**config.mk**
```make
export PLATFORM = sky130hd
export DESIGN_NAME = iodelay_sequencer
export DESIGN_NICKNAME = d
export VERILOG_FILES = /design/src/rtl/iodelay_sequencer.sv
export SDC_FILE = /design/constraint.sdc
export NUM_CORES = 1
export LEC_CHECK = 0
export CAP_MARGIN = 15
export CORE_MARGIN = 10
export CORE_UTILIZATION = 30
export DETAILED_ROUTE_END_ITERATION = 6
export GPL_TIMING_DRIVEN = 0
export PLACE_DENSITY = 0.55
export SYNTH_ARGS = -nofsm -noshare
export SYNTH_HDL_FRONTEND = slang
export SYNTH_SLANG_ARGS = --single-unit
```
**constraint.sdc**
```tcl
create_clock -name CLK -period 3.1 [get_ports CLK]
set_clock_uncertainty 0.05 [all_clocks]
set_input_delay 0.62 -clock CLK [delete_from_list [all_inputs] [get_ports CLK]]
set_output_delay 0.62 -clock CLK [all_outputs]
set_load 0.1 [all_outputs]
```
**src/rtl/iodelay_sequencer.sv**
```systemverilog
// iodelay_sequencer: shadow tap table applied channel by channel to an IODELAY bank
module iodelay_sequencer #(
  parameter int NCHAN    = 21,
  parameter int UPD_HIGH = 2,
  parameter int UPD_GAP  = 4
) (
  input  logic       CLK,
  input  logic       RESET_N,
  input  logic       IDELAYCTRL_RDY,
  input  logic       CFG_WE,
  input  logic [7:0] CFG_ADDR,
  input  logic [4:0] CFG_WDATA,
  output logic [4:0] CFG_RDATA,
  input  logic       START,
  output logic       BUSY,
  output logic       DONE,
  output logic [7:0] DELAY_CHANNEL,
  output logic [4:0] DELAY_VALUE,
  output logic       DELAY_UPDATE
);
  localparam int AW = NCHAN > 1 ? $clog2(NCHAN) : 1;
  localparam logic [8:0] NCH = 9'(NCHAN);
  localparam logic [7:0] LAST = 8'(NCHAN - 1);
  typedef enum logic [2:0] {IDLE, WAIT_RDY, SETUP, PULSE, HOLD, FIN} state_t;
  state_t state;
  logic [4:0] tbl [NCHAN];
  logic [7:0] ch, cnt;
  logic [1:0] rdy_s;
  logic start_q, pending;
  logic start_edge, addr_ok;
  assign start_edge = START & ~start_q;
  assign addr_ok = {1'b0, CFG_ADDR} < NCH;
  // RDY double-flop synchroniser and START edge register
  always_ff @(posedge CLK or negedge RESET_N)
    if (!RESET_N) begin
      rdy_s <= '0;
      start_q <= 1'b0;
    end else begin
      rdy_s <= {rdy_s[0], IDELAYCTRL_RDY};
      start_q <= START;
    end
  // Shadow table: writes outside the channel range are dropped, reads there return 0
  always_ff @(posedge CLK or negedge RESET_N)
    if (!RESET_N) begin
      for (int i = 0; i < NCHAN; i++) tbl[i] <= '0;
      CFG_RDATA <= '0;
    end else begin
      if (CFG_WE && addr_ok) tbl[CFG_ADDR[AW-1:0]] <= CFG_WDATA;
      CFG_RDATA <= addr_ok ? tbl[CFG_ADDR[AW-1:0]] : '0;
    end
  // Sequencer: channel/value latched only on entry to SETUP so they are stable around every pulse
  always_ff @(posedge CLK or negedge RESET_N)
    if (!RESET_N) begin
      state <= IDLE;
      ch <= '0;
      cnt <= '0;
      pending <= 1'b0;
      BUSY <= 1'b0;
      DONE <= 1'b0;
      DELAY_CHANNEL <= '0;
      DELAY_VALUE <= '0;
      DELAY_UPDATE <= 1'b0;
    end else begin
      DONE <= 1'b0;
      if (start_edge && state != IDLE && state != FIN) pending <= 1'b1;
      case (state)
        IDLE: if (start_edge) begin
          ch <= '0;
          BUSY <= 1'b1;
          state <= WAIT_RDY;
        end
        WAIT_RDY: if (rdy_s[1]) begin
          DELAY_CHANNEL <= ch;
          DELAY_VALUE <= tbl[ch[AW-1:0]];
          state <= SETUP;
        end
        SETUP: begin
          DELAY_UPDATE <= 1'b1;
          cnt <= 8'(UPD_HIGH - 1);
          state <= PULSE;
        end
        PULSE: if (cnt == '0) begin
          DELAY_UPDATE <= 1'b0;
          cnt <= 8'(UPD_GAP - 1);
          state <= HOLD;
        end else cnt <= cnt - 1'b1;
        HOLD: if (cnt == '0) begin
          if (ch < LAST) begin
            ch <= ch + 1'b1;
            state <= WAIT_RDY;
          end else begin
            DONE <= 1'b1;
            BUSY <= 1'b0;
            state <= FIN;
          end
        end else cnt <= cnt - 1'b1;
        FIN: if (pending || start_edge) begin
          pending <= 1'b0;
          ch <= '0;
          BUSY <= 1'b1;
          state <= WAIT_RDY;
        end else state <= IDLE;
        default: state <= IDLE;
      endcase
    end
endmodule

```
==> qor.txt, run 1 <==
worst-path maximum fanout - 10
Root Buffer - clkbuf_16
routability cong. - 0.8706
Worst Path Arrival - 3.17 ns
flops & latches, synth - 149
clock slew seen by the registers of the worst setup and hold paths - 0.07 ns
ys flop type - dfrtp_1
crit path launch type - primary input
drt wl/cell - 21.29 um
Max Fclk - 343.9 MHz
final wirelength - 22670 um
Initial Utilization - 30.48%
GRT Util Overall - 13.82%
post-synthesis sequential area ratio - 46.94%
Mean Syn Cell Area - 12.05 um2
CTS tree - built
static leakage - 4.025 nW
commonest non-fill, non-tap cells in the layout - 149 x dfrtp_1, 107 x mux2_2, 52 x nand2_1
H-tree depth - 4
Vias per Instance - 5.269
CP required - 3.36 ns
Syn Inst Count - 659
commonest non-fill, non-tap cell in the layout - dfrtp_1
vias post-DR - 5611
worst min path class - in2async
global-route wire length before repair - 35630 um
CP endpoint kind - register
Slew HR - 31.72%
Pwr Total - 5.939 mW
die footprint - 33390 um2
Syn. warnings - 0
hold slack - 0.1221 ns
Layout area overhead - 17.80%
fin cells - 1065
initial antenna violation count - 0
Area contributors post-synth - dfrtp_1 47%, mux2_2 15%, mux4_2 7.7%
Final HPWL DP - 16200 um
Synth async-reset ratio - 100.0%
worst skew pair latency - 0.43 ns
layout cells sized above 1 - 27.40%
die height - 182.7 um
Slew @ Worst Pin - 1.022 ns
Post-synth EDFFs - 0
Clock Tree Buf Depth - 2
Buffers on Ports - 38
Finish-stage setup viols - 0
DRT Pass-1 Iters - 4
boundary pin count - 39
Die Wd - 182.7 um
number of nets still failing antenna checks after routing - 0
vias in the first global route - 5784
Worst Setup Slack, final - 0.1920 ns
Placement Setup Slack - -0.3094 ns
DRC Markers - 0
placed insts - 1033
top-area cell type share of the netlist area - 46.94%
Slew Viols, Final - 0
Post-Syn Nets - 680
CTS Hold Bufs - 0
Iteration-0 DRC Markers - 456
RSZ-0062 raised after global routing - no
total CTS buffers - 17
row count - 59
mapped cell area - 7944 um2
largest net degree at the start of global routing - 87
Ant. Diodes - 0
CORE AREA - 26060 um2
critical path class - in2reg
count of final hold-check violations - 0
max-cap check violation count - 0
Netlist cell types - 58
Resized Gates After CTS - 0
Final Net Count - 738
PwrDens - 634.7 nW/um2
post-synth top area cell - dfrtp_1
outcome - finished, final reports clean
Tmin final - 2.908 ns
postcts setup bufs - 0
final worst path period share - 93.81%
Max IR drop VDD - 0.4182 mV
clk sink count - 149
Worst R2R Setup Slack - 0.36 ns
grt ovf - 0
-- final cells by class --
class / count / area [um2]
Buffer: 47 / 201.4
Clock buffer: 20 / 466.7
Clock inverter: 12 / 118.9
Fill cell: 2584 / 16700
Inverter: 10 / 37.54
Multi-Input combinational cell: 453 / 3976
Sequential cell: 149 / 3729
Tap cell: 335 / 419.2
Timing Repair Buffer: 39 / 409.1
-- through the flow --
step / TNS [ns] / util [%] / cell area [um2]
after floorplan: 0 / - / 7944
after global placement: -739.98 / 33.55 / 8743
after detailed placement: -6.523 / 33.66 / 8772
after CTS: 0 / 35.91 / 9358
after global routing: 0 / 35.91 / 9358
final: 0 / 35.91 / 9358
-- cells by family (layout without fill, tap and decap cells) --
| group | Yosys count | after routing | share of synthesized area, % |
|---|---|---|---|
| mux | 182 | 182 | 28.89 |
| simple gates | 159 | 159 | 11.18 |
| compound gates | 103 | 103 | 8.852 |
| xor+xnor | 6 | 6 | 0.6615 |
| buf+inv | 57 | 128 | 3.008 |
| fa+ha+maj | 3 | 3 | 0.4726 |
| flops | 149 | 149 | 46.94 |
-- metal layers --
layer | track usage, % | wire length [um] | vias to the layer above
met1 | 18.81 | 10730 | 2919
li1 | - | - | 2553
met4 | 3.645 | 301 | 0
met5 | 0 | 0 | -
met3 | 2.809 | 1029 | 24
met2 | 21.87 | 10610 | 115
-- critical path: stages --
cell and delay [ns]:
clkdlybuf4s50_1 0.49, buf_4 0.23, buf_4 0.29, buf_2 0.29, nand2_1 0.25, nor3b_2 0.58, mux2_2 0.40
-- synthesized netlist by cell type, types with 8 or more instances --
cell type	number
a22oi_1	19
a21oi_1	12
nor2b_1	14
mux2_2	107
buf_2	8
clkbuf_1	31
inv_1	10
a31oi_1	16
nand2_1	52
o21ai_0	19
nand3_1	11
nor2_1	26
dfrtp_1	149
mux4_2	27
mux2i_1	47
-- path summary, 6_finish.rpt --
| check | from | endpoint | depth (start not counted) |
|---|---|---|---|
| max in group asynchronous | RESET_N | tbl[19] | 2 |
| setup reg to reg | ch[1] | DELAY_VALUE[1] | 6 |
| setup / recovery | CFG_ADDR[0] | tbl[46] | 7 |
| min in group CLK | rdy_s[0] | rdy_s[1] | 0 |
| hold / removal | RESET_N | cnt[5] | 1 |
| hold reg to reg | rdy_s[0] | rdy_s[1] | 0 |
-- report_power, final --
part	switching, mW	internal (mW)
registers	0.155	2.13
clock network	0.891	1.18
logic	1.04	0.546
-- sequential cells by signal, indices dropped and copies added, names as in the netlist --
register,cells
cnt,8
rdy_s,2
DELAY_UPDATE,1
state,3
tbl,105
BUSY,1
CFG_RDATA,5
DELAY_CHANNEL,8
pending,1
DONE,1
start_q,1
DELAY_VALUE,5
ch,8
Note: power is estimated with default switching activity, not from simulation.
==> run 2, diff against run 1 <==
--- a/config.mk
+++ b/config.mk
@@ -6,7 +6,7 @@
 export NUM_CORES = 1
 export LEC_CHECK = 0
 export CAP_MARGIN = 15
-export CORE_MARGIN = 10
+export CORE_MARGIN = 1
 export CORE_UTILIZATION = 30
 export DETAILED_ROUTE_END_ITERATION = 6
 export GPL_TIMING_DRIVEN = 0
==> qor.txt, run 2 (synthesized netlist as in run 1, its figures left out) <==
slowest CP cell - buf_1
CP cell instances - clkdlybuf4s50_1, buf_1, buf_2, mux2i_1, a22oi_1, nand3_1, a31oi_1
commonest non-fill, non-tap cell in the layout - dfrtp_1
CTS tree - built
Max IR drop VDD - 0.4593 mV
max-cap check violation count - 0
worst-path maximum fanout - 10
total CTS buffers - 17
CP peak stage delay - 0.73 ns
met1 wire length - 10510 um
global-route wire length before repair - 35410 um
count of final hold-check violations - 0
Buffers on Ports - 38
Top Layer Used - met4
final worst path period share - 96.46%
Worst Setup Slack, final - 0.1098 ns
Tmin final - 2.990 ns
crit path launch type - primary input
Slew @ Worst Pin - 1.035 ns
Die Wd - 164.7 um
vias post-DR - 5651
Clock Tree Buf Depth - 2
commonest non-fill, non-tap cells in the layout - 149 x dfrtp_1, 107 x mux2_2, 52 x nand2_1
fillers - 2583
critical path class - in2reg
boundary pin count - 39
H-tree depth - 4
Final Net Count - 738
Resized Gates After CTS - 0
Worst Path Arrival - 3.26 ns
met3 WL - 1196 um
Finish-stage setup viols - 0
CTS Hold Bufs - 0
Sum Neg Setup Slack - 0 ns
Initial Utilization - 30.57%
drt wl/cell - 21.10 um
cell family with most CP delay - buffers and inverters
Root Buffer - clkbuf_16
CP endpoint kind - register
die height - 164.7 um
hold slack - 0.1568 ns
initial antenna violation count - 0
WP buf/inv - 3
grt ovf - 0
clk sink count - 149
CP required - 3.37 ns
Max Fclk - 334.4 MHz
Iteration-0 DRC Markers - 522
routability cong. - 0.8435
layout cells sized above 1 - 26.92%
static leakage - 4.019 nW
max FFs per register - 105
GRT Util Overall - 17.79%
Ant. Diodes - 0
Top reg by flops - tbl
final wirelength - 22430 um
met2 WL - 10330 um
die footprint - 27130 um2
outcome - finished, final reports clean
Slew Viols, Final - 0
worst skew pair latency - 0.43 ns
clock slew seen by the registers of the worst setup and hold paths - 0.06 ns
Slew HR - 30.87%
CORE AREA - 25980 um2
Vias per Instance - 5.316
postcts setup bufs - 0
DRT Pass-1 Iters - 5
largest net degree at the start of global routing - 77
RSZ-0062 raised after global routing - no
DRC Markers - 0
number of nets still failing antenna checks after routing - 0
Layout area overhead - 17.53%
PwrDens - 633.2 nW/um2
Final HPWL DP - 16030 um
Placement Setup Slack - -0.3021 ns
row count - 59
worst min path class - in2async
vias in the first global route - 5720
[run 2: cell types whose count changed in the layout (fill, tap and decap cells not counted)]
cell        previous run  this run
inv_6                  4         1
clkinvlp_4             3         2
bufinv_16              1         2
clkbuf_1              31        33
clkinv_4               3         0
clkinv_2               1         4
clkbuf_8               3         2
[run 2: report_power, final]
part           internal (mW)  total [mW]  switching, mW
combinational          0.548        1.59           1.05
clock                   1.21        2.03          0.816
sequential              2.13        2.29          0.156
total                   3.89        5.91           2.02
[run 2: final cells by class]
cell class                      count  area (um2)  share of cell area, %
Multi-Input combinational cell    453        3976                  42.59
Sequential cell                   149        3729                  39.94
Clock buffer                       21       460.4                  4.932
Tap cell                          335       419.2                  4.489
Timing Repair Buffer               39       409.1                  4.382
Buffer                             47       201.4                  2.158
Clock inverter                      9       103.9                  1.112
Inverter                           10       37.54                 0.4020
[run 2: metal layers]
metal / track usage [%] / vias to the layer above
li1: - / 2570
met1: 25.03 / 2892
met2: 27.18 / 163
met3: 4.018 / 26
met4: 5.171 / 0
met5: 0 / -
[run 2: metrics by stage]
stage	std cells	power, mW	utilization, %	cell area (um2)
final	1063	5.912	35.93	9336
after global routing	1063	6.180	35.93	9336
after CTS	1063	5.940	35.93	9336
after detailed placement	1033	3.904	33.76	8772
after global placement	1032	3.894	33.65	8743
after floorplan	659	3.443	-	7944
[run 2: path summary, 6_finish.rpt]
path                        startpoint        endpoint  slack, ns  cells after the start
setup reg to reg                 ch[1]  DELAY_VALUE[1]       0.32                      6
hold / removal                 RESET_N          cnt[0]       0.16                      1
min in group CLK              rdy_s[0]        rdy_s[1]       0.30                      0
max in group asynchronous      RESET_N         tbl[53]       2.01                      2
setup / recovery           CFG_ADDR[1]    CFG_RDATA[2]       0.11                      7
hold reg to reg               rdy_s[0]        rdy_s[1]       0.30                      0
